### config.mk
export PLATFORM = sky130hd
export DESIGN_NAME = mul_seq_ctrl
export DESIGN_NICKNAME = d
export VERILOG_FILES = /design/src/rtl/mul_pkg.sv /design/src/rtl/mul_iter_cnt.sv /design/src/rtl/mul_seq_ctrl.sv
export SDC_FILE = /design/constraint.sdc
export NUM_CORES = 1
export LEC_CHECK = 0
export BUFFER_PORTS_ARGS = -buffer_cell sky130_fd_sc_hd__buf_2
export CAP_MARGIN = 10
export CORE_AREA = 2 2 39 41
export DETAILED_ROUTE_END_ITERATION = 7
export DIE_AREA = 0 0 41 43
export MAX_ROUTING_LAYER = met4
export PLACE_DENSITY = 0.69
export SYNTH_ARGS = -nofsm -noshare
export SYNTH_HDL_FRONTEND = slang
export SYNTH_HIERARCHICAL = 1
export SYNTH_SLANG_ARGS = --single-unit
### constraint.sdc
create_clock -name clk -period 1.4 [get_ports clk]
set_input_delay 0.21 -clock clk [delete_from_list [all_inputs] [get_ports clk]]
set_output_delay 0.21 -clock clk [all_outputs]
set_load 0.02 [all_outputs]
### src/rtl/mul_pkg.sv
// Shared types and sizing helpers for the shift-add multiplier sequencer.
package mul_pkg;

    typedef enum logic [1:0] {
        IDLE = 2'b00,
        LOAD = 2'b01,
        CALC = 2'b10,
        DONE = 2'b11
    } state_t;

    localparam int DEFAULT_WIDTH = 8;

    // Bits needed to hold an iteration count from 0 up to and including width.
    function automatic int iterWidth(input int width);
        return $clog2(width + 1);
    endfunction

    localparam int ITER_W = iterWidth(DEFAULT_WIDTH);

endpackage

### src/rtl/mul_iter_cnt.sv
// Iteration counter for the multiplier sequencer: saturates at WIDTH and flags
// the last iteration (count == WIDTH-1).
module mul_iter_cnt
    import mul_pkg::*;
#(
    parameter  int WIDTH  = DEFAULT_WIDTH,
    localparam int CNT_W  = iterWidth(WIDTH)
) (
    input  logic             clk,
    input  logic             rst_n,
    input  logic             i_clear,
    input  logic             i_enable,
    output logic [CNT_W-1:0] o_count,
    output logic             o_tc
);

    localparam logic [CNT_W-1:0] LIMIT  = CNT_W'(WIDTH);
    localparam logic [CNT_W-1:0] TC_VAL = CNT_W'(WIDTH - 1);

    logic [CNT_W-1:0] r_count;

    // Holding at LIMIT keeps the count from wrapping even if enable is misused.
    always_ff @(posedge clk) begin
        if (!rst_n) begin
            r_count <= '0;
        end else if (i_clear) begin
            r_count <= '0;
        end else if (i_enable && (r_count != LIMIT)) begin
            r_count <= r_count + CNT_W'(1);
        end
    end

    assign o_count = r_count;
    assign o_tc    = (r_count == TC_VAL);

endmodule

### src/rtl/mul_seq_ctrl.sv
// Sequencing FSM for the shift-add multiplier: issues load/clear/shift strobes,
// counts iterations and pulses done once per completed multiply.
module mul_seq_ctrl
    import mul_pkg::*;
#(
    parameter  int WIDTH      = DEFAULT_WIDTH,
    parameter  bit EARLY_EXIT = 1'b0,
    localparam int CNT_W      = iterWidth(WIDTH)
) (
    input  logic             clk,
    input  logic             rst_n,
    input  logic             start,
    input  logic             abort,
    input  logic             b_lsb,
    input  logic             b_zero,
    output logic             ld_A,
    output logic             ld_B,
    output logic             clr_P,
    output logic             ld_P,
    output logic             shift,
    output logic             busy,
    output logic             done,
    output logic [CNT_W-1:0] iter
);

    state_t r_state;
    logic   r_load;
    logic   r_calc;
    logic   r_busy;
    logic   r_done;

    logic   w_early;
    logic   w_step;
    logic   w_clear;
    logic   w_tc;

    // Early exit only counts inside CALC, so a floating b_zero elsewhere is harmless.
    assign w_early = EARLY_EXIT && r_calc && b_zero;
    assign w_step  = r_calc && !abort && !w_early;
    assign w_clear = r_load && !abort;

    mul_iter_cnt #(
        .WIDTH    (WIDTH)
    ) u_iter_cnt (
        .clk      (clk),
        .rst_n    (rst_n),
        .i_clear  (w_clear),
        .i_enable (w_step),
        .o_count  (iter),
        .o_tc     (w_tc)
    );

    // State flags are registered alongside the state so outputs decode from flops.
    always_ff @(posedge clk) begin
        if (!rst_n) begin
            r_state <= IDLE;
            r_load  <= 1'b0;
            r_calc  <= 1'b0;
            r_busy  <= 1'b0;
            r_done  <= 1'b0;
        end else begin
            r_load <= 1'b0;
            r_calc <= 1'b0;
            r_busy <= 1'b0;
            r_done <= 1'b0;
            case (r_state)
                IDLE: begin
                    if (start) begin
                        r_state <= LOAD;
                        r_load  <= 1'b1;
                        r_busy  <= 1'b1;
                    end
                end
                LOAD: begin
                    if (abort) begin
                        r_state <= IDLE;
                    end else begin
                        r_state <= CALC;
                        r_calc  <= 1'b1;
                        r_busy  <= 1'b1;
                    end
                end
                CALC: begin
                    if (abort) begin
                        r_state <= IDLE;
                    end else if (w_early || w_tc) begin
                        r_state <= DONE;
                        r_done  <= 1'b1;
                    end else begin
                        r_calc  <= 1'b1;
                        r_busy  <= 1'b1;
                    end
                end
                DONE: begin
                    r_state <= IDLE;
                end
                default: begin
                    r_state <= IDLE;
                end
            endcase
        end
    end

    // An abort silences every strobe in the cycle it is seen.
    assign ld_A  = r_load && !abort;
    assign ld_B  = r_load && !abort;
    assign clr_P = r_load && !abort;
    assign shift = w_step;
    assign ld_P  = w_step && b_lsb;
    assign busy  = r_busy;
    assign done  = r_done;

endmodule

# Word-level counts from Yosys, hierarchy flattened
# Index checks and enable logic that the tools add are counted.
dict set report totals {
  reg_bits 10
  inputBits 6
  out_inout_bits 11
  wordCells 38
}
dict set report op_classes {
  muxes 12
  bitwise 2
  addsub 1
  n_eq_ne 7
  reduce_logical 10
}
# op count
set op_table {}
lappend op_table {{two-way mux 2 bit} 4}
lappend op_table {{one-hot mux 2 bit (4 select lines)} 1}
lappend op_table {{two-way mux 1 bit} 5}
lappend op_table {{adder 4 x 1 -> 4 bit, second input constant} 1}
lappend op_table {{== test 2 bit, second input constant} 2}
lappend op_table {{== test 4 x 3 -> 1 bit, second input constant} 1}
lappend op_table {{logical AND 1 bit} 4}
lappend op_table {{!= test 4 bit, second input constant} 1}
lappend op_table {{AND reduction 2 bit} 2}
lappend op_table {{!= test 3 x 2 -> 1 bit, second input constant} 1}
lappend op_table {{one-hot mux 1 bit (3 select lines)} 1}
lappend op_table {{OR reduction 3 bit} 1}
lappend op_table {{== test 2 x 1 -> 1 bit, second input constant} 1}
lappend op_table {{zero test 2 bit} 1}
lappend op_table {{!= test 2 bit, second input constant} 1}
lappend op_table {{inverter 1 bit} 2}
lappend op_table {{one-hot mux 1 bit (2 select lines)} 1}
lappend op_table {{OR reduction 2 bit} 1}
lappend op_table {{zero test 1 bit} 1}

# Longest topological paths before layout
dict set report depth {
  ltp_word 4
  ltp_mapped 6
}

# Modules after synthesis
# The synthesis kept the hierarchy.
# mod area_per_inst_um2 cells_per_inst instances
set modules_own_cells {}
lappend modules_own_cells {mul_seq_ctrl 350.3 37 1}
lappend modules_own_cells {mul_iter_cnt 225.2 25 1}

# Worst setup path after synthesis
# No wires, ideal clock.
dict set report synth_timing {
  path_kind {flip-flop to output port}
  startpoint {reg r_calc}
  endpoint {out ld_P}
  path_slack_ps 4
  stages_incl_launch_ff 3
  arrival_ps 1186
  required_ps 1190
  path_cell_list {dfxtp_1 nor2b_1 and2_1}
}
dict set report synth_via {
  elab_chain_len 2
}
# element line
set synth_rtl {}
lappend synth_rtl {{from (decl)} mul_seq_ctrl.sv:28} ;# logic r_calc;
lappend synth_rtl {{from (signal assigned)} mul_seq_ctrl.sv:58} ;# r_calc <= 1'b0;
lappend synth_rtl {{from (signal assigned)} mul_seq_ctrl.sv:63} ;# r_calc <= 1'b0;
lappend synth_rtl {{from (signal assigned)} mul_seq_ctrl.sv:79} ;# r_calc <= 1'b1;
lappend synth_rtl {{logical AND 1 bit} mul_seq_ctrl.sv:39} ;# assign w_step = r_calc && !abort && !w_early;
lappend synth_rtl {{via shift} mul_seq_ctrl.sv:20} ;# output logic shift,
lappend synth_rtl {{logical AND 1 bit} mul_seq_ctrl.sv:109} ;# assign ld_P = w_step && b_lsb;
lappend synth_rtl {{to (decl)} mul_seq_ctrl.sv:19} ;# output logic ld_P,
# The timed path passes the listed nets, and every way through them passes these cells.

# Worst setup path in the final report
dict set report layout_timing {
  startpoint {reg r_calc}
  endpoint {out ld_P}
}
dict set report layout_via {
  elab_chain_len 2
}
# element line
set layout_rtl {}
lappend layout_rtl {{logical AND 1 bit} mul_seq_ctrl.sv:39}
lappend layout_rtl {{logical AND 1 bit} mul_seq_ctrl.sv:109}
# Every way passes these cells.

==> results.cfg <==
[finish]
final_nets = 96
antenna_cells = 0
drive_above_1_share_pct = 37.04
final_cell_area_sq_um = 709.4
areaGrowthSynthToFinish_pct = 23.26
utilization_pct = 51.27

[timing]
min_period_over_period_pct = 91.87
fin_skew_ns = 0.004429
fin_tns_setup_ns = 0
relSlewSlack_pct = 82.48
hold_viol_final = 0
period_minus_slack_ns = 1.286
rsz0062_at_grt = no
setup_violations = 0
fmax_mhz = 777.5
timing_worst_slew_pin_value_ns = 0.2624
final_max_slew_viol_count = 0

[power]
powerDensity_nw_per_um2 = 815.7
peakVddDrop_v = 0.0003695
power_w = 0.0005787
p_leak_nw = 0.3261

[critical_path]
cp.arrival_ns = 1.08
regToRegSetupSlack_ns = 0.15
rr_endpoint = r_state[0]$_SDFFE_PN0P_
cp-start-kind = flip-flop
cp_max_fo = 5
r2r_cells = 5
r2r-start = r_state[0]$_SDFFE_PN0P_
worstSetupPathType = reg2out
cp_data_required_time_ns = 1.19
endpoint_kind = primary output

[synthesis]
syn_avg_cell_area_sq_um = 9.283
synth-seq-cells = 10
yosysWarnings = 6
synth.net_count = 75
netlist_area_sq_um = 575.6
ys_seq_area_share_pct = 34.78
ys_types = 25
synth_cells = 62

[floorplan]
die_h_microns = 43
die_x_microns = 41
die-area_sq_um = 1763
top_level_ports = 17
initial_utilization_pct = 41.59
core_area_sq_um = 1384
fp-row-count = 14

[clocking]
clk_pin_slew_ns = 0.06
clk_path_buf_depth = 2
cts_tree = done
h-tree-depth = 1
root_buffer = clkbuf_4
cts_sinks = 10
holdBufCountCts = 0
clk_latency_ns = 0.25
cts-buffers-inserted = 3

[hold_path]
whs_path_depth = 3
min_to = busy$_SDFF_PN0_
holdCritStartpoint = start
hp-class = in2reg

[detailed_routing]
via_count = 475
drt_iter0_drc = 15
wl_per_cell_microns = 10.85
route.detailed.drc = 0
routed_via_density = 4.897
antenna_left = 0
drt-total-wl_microns = 1052
dr.pass1.iters = 4

[placed_design]
gp_congestion = 0.7583
numPortBuffers = 15
hpwlAfterDp_microns = 860.1
postPlaceCellArea_sq_um = 678.2

[flow_run]
cap_violations = 0

[grt]
antenna_found_initial = 0
track_usage_pct = 14.73
grt_overflow_total = 0
grt_pass1_wl_microns = 1704
grt_pass1_vias = 419
grt_max_degree = 9

[outcome]
run_status = finished clean
sequential cells by signal, indices dropped and copies added (netlist names):
name	cells
busy	1
done	1
r_calc	1
r_load	1
r_state	2
u_iter_cnt/o_count	4
layout make-up:
type | instances | area (sq um)
clock buffer | 3 | 22.52
inverter | 5 | 18.77
tap | 16 | 20.02
multi-input combinational | 45 | 349.1
fill | 136 | 674.4
timing repair buffer | 18 | 97.59
sequential | 10 | 201.4
placed cells by master (no fill, tap or decap), drive strengths merged:
| cell type | n |
|---|---|
| and2 | 1 |
| nand2 | 6 |
| nand4 | 1 |
| nand4b | 1 |
| clkbuf | 3 |
| a21oi | 4 |
| and3 | 2 |
| o221a | 1 |
| o21bai | 1 |
| nand3 | 2 |
| a21o | 2 |
| dfxtp | 10 |
| nor2 | 3 |
| nor2b | 4 |
| inv | 5 |
| a21boi | 1 |
| o32ai | 1 |
| nand2b | 5 |
| buf | 18 |
| nand3b | 1 |
| xor2 | 1 |
| ha | 7 |
| mux2i | 1 |
per-layer routing:
| metal | vias to the layer above | GRT usage, % | wire length (microns) |
|---|---|---|---|
| li1 | 246 | - | - |
| met1 | 217 | 18.39 | 502 |
| met2 | 12 | 21.25 | 505 |
| met3 | 0 | 4.712 | 44 |
| met4 | 0 | 6.000 | 0 |
| met5 | - | - | 0 |
cells by family after synthesis:
logic type / after synthesis / synth area share [%]
and+or+nand+nor: 26 / 27.39
AOI/OAI and AO/OA: 10 / 13.48
DFF: 10 / 34.78
buffers and inverters: 7 / 5.869
adders and majority gates: 7 / 15.22
xor gates and xnor gates: 1 / 1.522
muxes: 1 / 1.739
through the flow:
step                instances  hold WS, ns  worst slack (ns)
detailed placement         94       0.4745           0.05829
global placement           94       0.4749           0.08309
floorplan                  62       0.3305          0.004238
finish                     97       0.2129            0.1138
global route               97       0.2177          0.002240
CTS                        97       0.2067          0.004885
how the worst max path moves through the flow:
stage | startpoint | endpoint | slack (ns) | depth (start not counted)
6_report | r_calc$_SDFF_PN0_ | ld_P | 0.11 | 3
3_3_place_gp | u_iter_cnt/o_count[0]$_SDFFE_PP0P_ | r_state[1]$_SDFFE_PN0P_ | 0.08 | 5
2_1_floorplan | r_calc$_SDFF_PN0_ | ld_P | 0.004 | 2
3_5_place_dp | u_iter_cnt/o_count[0]$_SDFFE_PP0P_ | r_state[0]$_SDFFE_PN0P_ | 0.06 | 6
5_1_grt | r_calc$_SDFF_PN0_ | ld_P | 0.002 | 3
4_1_cts | r_calc$_SDFF_PN0_ | ld_P | 0.005 | 3
worst max-delay path, stage by stage (launching register included):
cell and delay, ns:
dfxtp_1 0.31, nor2b_2 0.22, and2_1 0.15, buf_2 0.15
cells in the mapped netlist, drive strengths merged:
master,n,area share [%]
o32ai,1,1.5
o221a,1,2.0
nand2,6,3.9
and3,2,2.4
o21bai,1,1.3
and2,1,1.1
nand4,1,1.1
dfxtp,10,35
nand2b,5,5.4
ha,7,15
a21boi,1,2.0
nand3,2,1.7
a21o,2,2.6
nand4b,1,1.5
a21oi,4,4.1
inv,5,3.3
buf,2,2.6
nor2b,4,4.8
mux2i,1,1.7
nor2,3,2.0
xor2,1,1.5
nand3b,1,3.5
power by group:
group | leakage [nW] | total [W] | internal [W] | switching (W)
clock network | 0.0138 | 0.000188 | 0.0000988 | 0.0000889
logic | 0.230 | 0.0000912 | 0.0000405 | 0.0000507
registers | 0.0819 | 0.000300 | 0.000295 | 0.00000450
total | 0.326 | 0.000579 | 0.000435 | 0.000144
what timing repair did:
| item | 4_1_cts | 5_1_grt |
|---|---|---|
| endpoints found under the setup margin | 0 | 5 |
| setup buffers | 0 | 0 |
| gates resized for setup | 0 | 4 |
Note: power is estimated with default switching activity, not from simulation.
